--- config.mk ---
export PLATFORM = sky130hd
export DESIGN_NAME = decode_stage_flat
export DESIGN_NICKNAME = d
export VERILOG_FILES = /design/src/rtl/decode_stage_if.sv /design/src/rtl/decode_stage.sv /design/src/flat_wrapper.sv
export SDC_FILE = /design/constraint.sdc
export NUM_CORES = 1
export LEC_CHECK = 0
export BUFFER_PORTS_ARGS = -buffer_cell sky130_fd_sc_hd__buf_2
export CORE_AREA = 2 2 232 234
export CTS_BUF_LIST = sky130_fd_sc_hd__clkbuf_16
export DETAILED_ROUTE_END_ITERATION = 8
export DIE_AREA = 0 0 234 236
export PLACE_DENSITY_LB_ADDON = 0.05
export SLEW_MARGIN = 25
export SYNTH_ARGS = -nofsm -noshare
export SYNTH_HDL_FRONTEND = slang
export SYNTH_SLANG_ARGS = --single-unit
--- constraint.sdc ---
create_clock -name clk -period 17.44 [get_ports clk]
set_input_delay 3.488 -clock clk [delete_from_list [all_inputs] [get_ports clk]]
set_output_delay 3.488 -clock clk [all_outputs]
set_load 0.03 [all_outputs]
--- src/rtl/decode_stage_if.sv ---
// Fetch-to-decode and decode-to-execute handshake bundle.
// master = surrounding pipeline, slave = the decode stage.
interface decode_stage_if #(
    parameter int DATA_WIDTH     = 64,
    parameter int INSTR_WIDTH    = 32,
    parameter int REG_ADDR_WIDTH = 5
);
    logic                      in_valid;
    logic                      in_ready;
    logic [INSTR_WIDTH-1:0]    in_instr;
    logic [DATA_WIDTH-1:0]     in_pc;
    logic                      out_valid;
    logic                      out_ready;
    logic [6:0]                out_alu_op;
    logic [2:0]                out_func3;
    logic [6:0]                out_func7;
    logic [DATA_WIDTH-1:0]     out_data1;
    logic [DATA_WIDTH-1:0]     out_data2;
    logic [DATA_WIDTH-1:0]     out_store_data;
    logic [DATA_WIDTH-1:0]     out_imm;
    logic [DATA_WIDTH-1:0]     out_pc;
    logic [REG_ADDR_WIDTH-1:0] out_rd;
    logic                      out_reg_write;
    logic                      out_illegal;

    modport master (
        output in_valid, in_instr, in_pc, out_ready,
        input  in_ready, out_valid, out_alu_op, out_func3, out_func7, out_data1, out_data2,
               out_store_data, out_imm, out_pc, out_rd, out_reg_write, out_illegal
    );

    modport slave (
        input  in_valid, in_instr, in_pc, out_ready,
        output in_ready, out_valid, out_alu_op, out_func3, out_func7, out_data1, out_data2,
               out_store_data, out_imm, out_pc, out_rd, out_reg_write, out_illegal
    );
endinterface

--- src/rtl/decode_stage.sv ---
// RV64IM decode stage: field/immediate decode, operand select, scoreboard-based
// RAW hazard stall and a single registered output slot.
module decode_stage #(
    parameter int DATA_WIDTH     = 64,
    parameter int INSTR_WIDTH    = 32,
    parameter int REG_ADDR_WIDTH = 5
) (
    input  logic                      clk,
    input  logic                      reset,
    decode_stage_if.slave             bus,
    output logic [REG_ADDR_WIDTH-1:0] rs1_addr,
    output logic [REG_ADDR_WIDTH-1:0] rs2_addr,
    input  logic [DATA_WIDTH-1:0]     rs1_data,
    input  logic [DATA_WIDTH-1:0]     rs2_data,
    input  logic                      wb_valid,
    input  logic [REG_ADDR_WIDTH-1:0] wb_rd,
    input  logic                      flush
);
    localparam int NUM_REGS = 1 << REG_ADDR_WIDTH;

    localparam logic [6:0] OP_LUI    = 7'b0110111;
    localparam logic [6:0] OP_AUIPC  = 7'b0010111;
    localparam logic [6:0] OP_JAL    = 7'b1101111;
    localparam logic [6:0] OP_JALR   = 7'b1100111;
    localparam logic [6:0] OP_BRANCH = 7'b1100011;
    localparam logic [6:0] OP_LOAD   = 7'b0000011;
    localparam logic [6:0] OP_STORE  = 7'b0100011;
    localparam logic [6:0] OP_IMM    = 7'b0010011;
    localparam logic [6:0] OP_IMM32  = 7'b0011011;
    localparam logic [6:0] OP_REG    = 7'b0110011;
    localparam logic [6:0] OP_REG32  = 7'b0111011;

    typedef struct packed {
        logic [6:0]                alu_op;
        logic [2:0]                func3;
        logic [6:0]                func7;
        logic [DATA_WIDTH-1:0]     data1;
        logic [DATA_WIDTH-1:0]     data2;
        logic [DATA_WIDTH-1:0]     store_data;
        logic [DATA_WIDTH-1:0]     imm;
        logic [DATA_WIDTH-1:0]     pc;
        logic [REG_ADDR_WIDTH-1:0] rd;
        logic                      reg_write;
        logic                      illegal;
    } dec_op_t;

    logic [INSTR_WIDTH-1:0]    instr;
    logic [6:0]                opcode;
    logic [REG_ADDR_WIDTH-1:0] rd_idx;
    logic                      is_r, is_i, is_s, is_b, is_u, is_j, legal;
    logic [DATA_WIDTH-1:0]     imm_i, imm_s, imm_b, imm_u, imm_j;
    dec_op_t                   dec, out_q;
    logic                      out_valid_q;
    logic [NUM_REGS-1:0]       busy, busy_next;
    logic                      use_rs1, use_rs2, rs1_pend, rs2_pend, hazard, accept, leave;

    assign instr    = bus.in_instr;
    assign opcode   = instr[6:0];
    assign rd_idx   = instr[7 +: REG_ADDR_WIDTH];
    assign rs1_addr = instr[15 +: REG_ADDR_WIDTH];
    assign rs2_addr = instr[20 +: REG_ADDR_WIDTH];

    assign is_r  = (opcode == OP_REG) || (opcode == OP_REG32);
    assign is_i  = (opcode == OP_IMM) || (opcode == OP_IMM32) || (opcode == OP_LOAD) || (opcode == OP_JALR);
    assign is_s  = (opcode == OP_STORE);
    assign is_b  = (opcode == OP_BRANCH);
    assign is_u  = (opcode == OP_LUI) || (opcode == OP_AUIPC);
    assign is_j  = (opcode == OP_JAL);
    assign legal = is_r || is_i || is_s || is_b || is_u || is_j;

    assign imm_i = {{(DATA_WIDTH-12){instr[31]}}, instr[31:20]};
    assign imm_s = {{(DATA_WIDTH-12){instr[31]}}, instr[31:25], instr[11:7]};
    assign imm_b = {{(DATA_WIDTH-13){instr[31]}}, instr[31], instr[7], instr[30:25], instr[11:8], 1'b0};
    assign imm_u = {{(DATA_WIDTH-32){instr[31]}}, instr[31:12], 12'b0};
    assign imm_j = {{(DATA_WIDTH-21){instr[31]}}, instr[31], instr[19:12], instr[20], instr[30:21], 1'b0};

    // Illegal opcodes still travel down the pipe so execute can raise the trap.
    always_comb begin
        dec    = '0;
        dec.pc = bus.in_pc;
        if (!legal) begin
            dec.illegal = 1'b1;
        end else begin
            dec.alu_op     = opcode;
            dec.rd         = rd_idx;
            dec.store_data = rs2_data;
            if (is_i)      dec.imm = imm_i;
            else if (is_s) dec.imm = imm_s;
            else if (is_b) dec.imm = imm_b;
            else if (is_u) dec.imm = imm_u;
            else if (is_j) dec.imm = imm_j;
            if (is_r || is_i || is_s || is_b)
                dec.func3 = instr[14:12];
            if (is_r)
                dec.func7 = instr[31:25];
            else if (((opcode == OP_IMM) || (opcode == OP_IMM32)) && (instr[13:12] == 2'b01))
                dec.func7 = {1'b0, instr[30], 5'b0};
            dec.data1     = (is_j || (opcode == OP_JALR) || (opcode == OP_AUIPC)) ? bus.in_pc : rs1_data;
            dec.data2     = (is_r || is_b) ? rs2_data : dec.imm;
            dec.reg_write = !is_s && !is_b && (rd_idx != '0);
        end
    end

    // The op sitting in the output slot has not yet set its busy bit, so it is checked directly.
    assign use_rs1  = !(is_u || is_j);
    assign use_rs2  = is_r || is_s || is_b;
    assign rs1_pend = busy[rs1_addr] || (out_valid_q && out_q.reg_write && (out_q.rd == rs1_addr));
    assign rs2_pend = busy[rs2_addr] || (out_valid_q && out_q.reg_write && (out_q.rd == rs2_addr));
    assign hazard   = bus.in_valid && ((use_rs1 && (rs1_addr != '0) && rs1_pend) ||
                                       (use_rs2 && (rs2_addr != '0) && rs2_pend));

    assign bus.in_ready = (!out_valid_q || bus.out_ready) && !hazard && !flush;
    assign accept       = bus.in_valid && bus.in_ready;
    assign leave        = out_valid_q && bus.out_ready;

    always_ff @(posedge clk or posedge reset) begin
        if (reset) begin
            out_valid_q <= 1'b0;
            out_q       <= '0;
        end else if (flush) begin
            out_valid_q <= 1'b0;
        end else if (accept) begin
            out_valid_q <= 1'b1;
            out_q       <= dec;
        end else if (bus.out_ready) begin
            out_valid_q <= 1'b0;
        end
    end

    // Clear is applied before set so a same-cycle retire/issue on one index leaves it busy.
    always_comb begin
        busy_next = busy;
        if (wb_valid)
            busy_next[wb_rd] = 1'b0;
        if (leave && out_q.reg_write)
            busy_next[out_q.rd] = 1'b1;
        busy_next[0] = 1'b0;
    end

    always_ff @(posedge clk or posedge reset) begin
        if (reset) busy <= '0;
        else       busy <= busy_next;
    end

    assign bus.out_valid      = out_valid_q;
    assign bus.out_alu_op     = out_q.alu_op;
    assign bus.out_func3      = out_q.func3;
    assign bus.out_func7      = out_q.func7;
    assign bus.out_data1      = out_q.data1;
    assign bus.out_data2      = out_q.data2;
    assign bus.out_store_data = out_q.store_data;
    assign bus.out_imm        = out_q.imm;
    assign bus.out_pc         = out_q.pc;
    assign bus.out_rd         = out_q.rd;
    assign bus.out_reg_write  = out_q.reg_write;
    assign bus.out_illegal    = out_q.illegal;
endmodule

--- src/flat_wrapper.sv ---
// flat-port wrapper written by rule: the top's interface ports become plain ports
module decode_stage_flat 
#(
    parameter int DATA_WIDTH     = 64,
    parameter int INSTR_WIDTH    = 32,
    parameter int REG_ADDR_WIDTH = 5
)
  (clk, reset, rs1_addr, rs2_addr, rs1_data, rs2_data, wb_valid, wb_rd, flush, bus_in_valid, bus_in_instr, bus_in_pc, bus_out_ready, bus_in_ready, bus_out_valid, bus_out_alu_op, bus_out_func3, bus_out_func7, bus_out_data1, bus_out_data2, bus_out_store_data, bus_out_imm, bus_out_pc, bus_out_rd, bus_out_reg_write, bus_out_illegal);
  decode_stage_if #(.DATA_WIDTH(DATA_WIDTH), .INSTR_WIDTH(INSTR_WIDTH), .REG_ADDR_WIDTH(REG_ADDR_WIDTH)) bus_i ();
  input  logic clk;
  input  logic reset;
  output logic [REG_ADDR_WIDTH-1:0] rs1_addr;
  output logic [REG_ADDR_WIDTH-1:0] rs2_addr;
  input  logic [DATA_WIDTH-1:0] rs1_data;
  input  logic [DATA_WIDTH-1:0] rs2_data;
  input  logic wb_valid;
  input  logic [REG_ADDR_WIDTH-1:0] wb_rd;
  input  logic flush;
  input wire logic [$bits(bus_i.in_valid)-1:0] bus_in_valid;
  input wire logic [$bits(bus_i.in_instr)-1:0] bus_in_instr;
  input wire logic [$bits(bus_i.in_pc)-1:0] bus_in_pc;
  input wire logic [$bits(bus_i.out_ready)-1:0] bus_out_ready;
  output wire logic [$bits(bus_i.in_ready)-1:0] bus_in_ready;
  output wire logic [$bits(bus_i.out_valid)-1:0] bus_out_valid;
  output wire logic [$bits(bus_i.out_alu_op)-1:0] bus_out_alu_op;
  output wire logic [$bits(bus_i.out_func3)-1:0] bus_out_func3;
  output wire logic [$bits(bus_i.out_func7)-1:0] bus_out_func7;
  output wire logic [$bits(bus_i.out_data1)-1:0] bus_out_data1;
  output wire logic [$bits(bus_i.out_data2)-1:0] bus_out_data2;
  output wire logic [$bits(bus_i.out_store_data)-1:0] bus_out_store_data;
  output wire logic [$bits(bus_i.out_imm)-1:0] bus_out_imm;
  output wire logic [$bits(bus_i.out_pc)-1:0] bus_out_pc;
  output wire logic [$bits(bus_i.out_rd)-1:0] bus_out_rd;
  output wire logic [$bits(bus_i.out_reg_write)-1:0] bus_out_reg_write;
  output wire logic [$bits(bus_i.out_illegal)-1:0] bus_out_illegal;
  assign bus_i.in_valid = bus_in_valid;
  assign bus_i.in_instr = bus_in_instr;
  assign bus_i.in_pc = bus_in_pc;
  assign bus_i.out_ready = bus_out_ready;
  assign bus_in_ready = bus_i.in_ready;
  assign bus_out_valid = bus_i.out_valid;
  assign bus_out_alu_op = bus_i.out_alu_op;
  assign bus_out_func3 = bus_i.out_func3;
  assign bus_out_func7 = bus_i.out_func7;
  assign bus_out_data1 = bus_i.out_data1;
  assign bus_out_data2 = bus_i.out_data2;
  assign bus_out_store_data = bus_i.out_store_data;
  assign bus_out_imm = bus_i.out_imm;
  assign bus_out_pc = bus_i.out_pc;
  assign bus_out_rd = bus_i.out_rd;
  assign bus_out_reg_write = bus_i.out_reg_write;
  assign bus_out_illegal = bus_i.out_illegal;
  decode_stage #(.DATA_WIDTH(DATA_WIDTH), .INSTR_WIDTH(INSTR_WIDTH), .REG_ADDR_WIDTH(REG_ADDR_WIDTH)) u_core (.clk(clk), .reset(reset), .bus(bus_i), .rs1_addr(rs1_addr), .rs2_addr(rs2_addr), .rs1_data(rs1_data), .rs2_data(rs2_data), .wb_valid(wb_valid), .wb_rd(wb_rd), .flush(flush));
endmodule
==> flow_metrics.py <==
metrics = {
    "drt": {
        "wl_met3_um": 5020,
        "drt_wl_total_um": 60500,
        "drc": 0,
        "dr.max_layer_used": "met5",
        "avgRoutedWirePerCell_um": 21.43,
        "vias": 13470,
        "routed_via_density": 4.772,
        "m1WireLength_um": 24610,
        "drtPass1Iterations": 5,
        "drt_iter0_markers": 730,
        "ant_nets": 0,
        "wl_met2_um": 29020,
    },
    "synth": {
        "synth_cells": 1581,
        "ys.warnings.count": 0,
        "synth.avg_cell_area_um2": 10.61,
        "yosysUniqueCellTypes": 52,
        "synth_edf_count": 0,
        "yosysTopAreaCellShare": 0.5132,
        "synthArstFlopShare": 1.000,
        "synth_fp_nets": 1816,
        "ys_seq_area_frac": 0.5132,
        "ys.flop_type": "dfrtp_1",
        "synthesis.area_um2": 16770,
        "yosysTopAreaCell": "dfrtp_1",
        "synth_area_leaders": "dfrtp_1, mux2i_1, mux2_1",
        "synth-seq-cells": 344,
    },
    "pwr": {
        "switching_power_mw": 0.7301,
        "ir_drop_v": 0.00008238,
        "fin_total_pwr_mw": 2.237,
        "powerDensity_nw_per_um2": 105.3,
        "clockPowerShare": 0.370,
        "p_leak_nw": 11.61,
        "seqPwrFrac": 0.411,
        "power_frac_comb": 0.219,
        "p_sw_frac": 0.3264,
        "internal_power_mw": 1.507,
    },
    "min_path": {
        "worstHoldPathCells": 1,
        "min_from": "u_core.bus.out_data2[8]$_DFFE_PP0P_",
        "hold_path.class": "register to register",
        "whs_endpoint": "u_core.bus.out_data2[8]$_DFFE_PP0P_",
    },
    "floorplanning": {
        "initial_utilization": 0.3161,
        "dieHeight_um": 236,
        "ios": 591,
        "fp.dieW_um": 234,
        "coreArea_um2": 53070,
        "die-area_um2": 55220,
        "row_count": 85,
    },
    "placement": {
        "place.detailed.hpwl_um": 44420,
        "gp_congestion": 0.8460,
        "port_buffers": 590,
        "place_ws_ps": 8059,
        "place_inst": 2744,
    },
    "finish": {
        "syn_to_final_growth_pct": 26.62,
        "nNetsFinal": 2328,
        "post_layout_nonfiller_instances": 2823,
        "drive_gt1_frac": 0.3528,
    },
    "grt": {
        "gr-total-overflow": 0,
        "track_usage": 0.2137,
        "grt_first_pass_wirelength_um": 88850,
        "grt_max_degree": 157,
        "grt_pass1_vias": 13580,
        "antenna_found_initial": 13,
    },
    "timing": {
        "finalSetupViolCount": 0,
        "period_share": 0.5361,
        "maxSlewViolCount": 0,
        "finalSetupTns_ps": 0,
        "fin_ws_ps": 8091,
        "fin_crit_ps": 9349,
        "worst_pin_slew_ps": 1063,
        "rsz0062_at_grt": "false",
        "hold_ws_ps": 479.7,
        "skew_ps": 13.83,
        "maxSlewHeadroom": 0.2913,
        "max_freq_mhz": 107.0,
        "finalHoldViolCount": 0,
    },
    "setup_path": {
        "rr_worst_depth": 9,
        "r2r_start": "u_core.busy[19]$_DFF_PP0_",
        "r2r_setup_slack_ps": 13080,
        "cp_max_fo": 16,
        "arrival_ps": 5860,
        "startpoint_type": "input port",
        "setup.worst_path.end_class": "primary output",
        "reg2reg_to": "u_core.bus.out_pc[31]$_DFFE_PP0P_",
        "cp.required_ps": 13950,
        "critPathKind": "input port to primary output",
    },
    "clocking": {
        "clk_latency_ps": 560,
        "ctsHoldBuffers": 0,
        "clk_path_buf_depth": 3,
        "clk_pin_slew_worst_paths_ps": 50,
        "clock-root-buffer": "clkbuf_16",
        "cts_tree": "yes",
        "cts_buffers": 43,
        "postCtsSetupBuffers": 0,
        "h-tree-depth": 2,
        "cts.sinks": 344,
        "cts_resized": 0,
    },
    "outcome": {
        "status": "complete, no violations",
    },
    "run": {
        "max_cap_violations": 0,
    },
}
==> power groups by stage <==
stage               clock (mW)  combinational [mW]  sequential (mW)
finish                   0.827               0.491            0.919
global route             0.889               0.524            0.930
CTS                      0.854               0.499            0.920
global placement             0               0.497            0.931
detailed placement           0               0.499            0.933
floorplan                    0               0.167             1.09
==> cell families after synthesis <==
family	after synthesis	share of synthesized area
AO/OA/AOI/OAI	233	0.07400
XOR/XNOR	9	0.004700
buffers and inverters	279	0.08131
flip-flops	344	0.5132
multiplexers	351	0.2347
AND/OR/NAND/NOR	365	0.09212
==> how the worst max path moves through the flow <==
stage / startpoint / to / slack [ps] / cells past startpoint
global route: bus_in_instr[20] / bus_in_ready / 7940 / 8
detailed placement: bus_in_instr[20] / bus_in_ready / 8060 / 8
floorplan: reset / u_core.bus.out_alu_op[0]$_DFFE_PP0P_ / 4420 / 1
global placement: bus_in_instr[20] / bus_in_ready / 8070 / 8
finish: bus_in_instr[20] / bus_in_ready / 8090 / 8
CTS: bus_in_instr[20] / bus_in_ready / 8060 / 8
==> cells in the mapped netlist, types with 3 or more instances <==
cell type	n
a21oi_1	113
a22oi_1	7
buf_2	19
buf_4	44
buf_6	17
clkbuf_1	56
dfrtp_1	344
inv_1	142
mux2_1	115
mux2_2	45
mux2_4	27
mux2i_1	157
mux4_2	7
nand2_1	255
nand2b_1	4
nand3_1	13
nand3b_1	6
nand4_1	4
nor2_1	42
nor2b_1	9
nor3_1	8
o21ai_0	93
o22ai_1	3
or3_1	5
or3b_2	3
xnor2_1	6
xor2_1	3
==> critical path, cell delays in order <==
cell and delay, ps:
buf_2 370, mux4_2 550, mux2_2 290, o22ai_1 180, nand4_1 140, a211oi_2 480
o21a_1 170, buf_2 190
==> per-layer routing <==
metal / global-route usage / vias up
li1: - / 6272
met1: 0.2633 / 6667
met2: 0.3530 / 417
met3: 0.06842 / 99
met4: 0.06847 / 16
met5: 0 / -
==> cells in the final DEF (no fill, tap or decap), types with 2 or more instances in the layout <==
master,instances
clkinv_1,11
mux2i_1,157
o22ai_1,3
nand2_1,255
a21oi_1,113
a2111oi_0,2
nor4_1,2
nor3_1,8
mux4_2,7
inv_8,2
dfrtp_1,344
o21ai_1,2
a22oi_1,7
clkbuf_16,45
nor2_4,2
nor2b_1,9
or3b_2,3
mux2_4,27
diode_2,4
xnor2_1,6
buf_6,2
and3_1,2
inv_1,152
clkinv_2,6
buf_4,11
nand3_1,13
or3_1,5
and4_1,2
nor2_1,40
nand2b_1,4
and2_0,2
mux2_2,45
xor2_1,3
or4_1,2
o21ai_0,92
a31oi_1,2
mux2_1,115
nand4_1,4
buf_2,590
nand3b_1,6
==> per-stage QoR <==
stage,utilization,cell area [um2]
final,0.4002,21240
after global routing,0.4001,21240
after CTS,0.3999,21220
after detailed placement,0.3757,19940
after global placement,0.3757,19940
after floorplan,-,16770
==> area by class of cell <==
| cell class | count | area [um2] |
|---|---|---|
| Antenna cell | 4 | 10.01 |
| Clock buffer | 45 | 1126 |
| Clock inverter | 30 | 153.9 |
| Fill cell | 5481 | 31830 |
| Inverter | 142 | 540.5 |
| Multi-Input combinational cell | 958 | 6850 |
| Sequential cell | 344 | 8608 |
| Tap cell | 696 | 870.8 |
| Timing Repair Buffer | 604 | 3078 |
==> sequential cells by signal (all words and copies together), names as in the netlist <==
register / cells
u_core.bus.out_reg_write: 1
u_core.bus.out_data2: 64
u_core.busy: 31
u_core.bus.out_illegal: 1
u_core.bus.out_data1: 64
u_core.bus.out_valid: 1
u_core.bus.out_alu_op: 7
u_core.bus.out_rd: 5
u_core.bus.out_pc: 64
u_core.bus.out_store_data: 64
u_core.bus.out_func7: 7
u_core.bus.out_func3: 3
u_core.bus.out_imm: 32
Power figures use the tool's default switching activity.
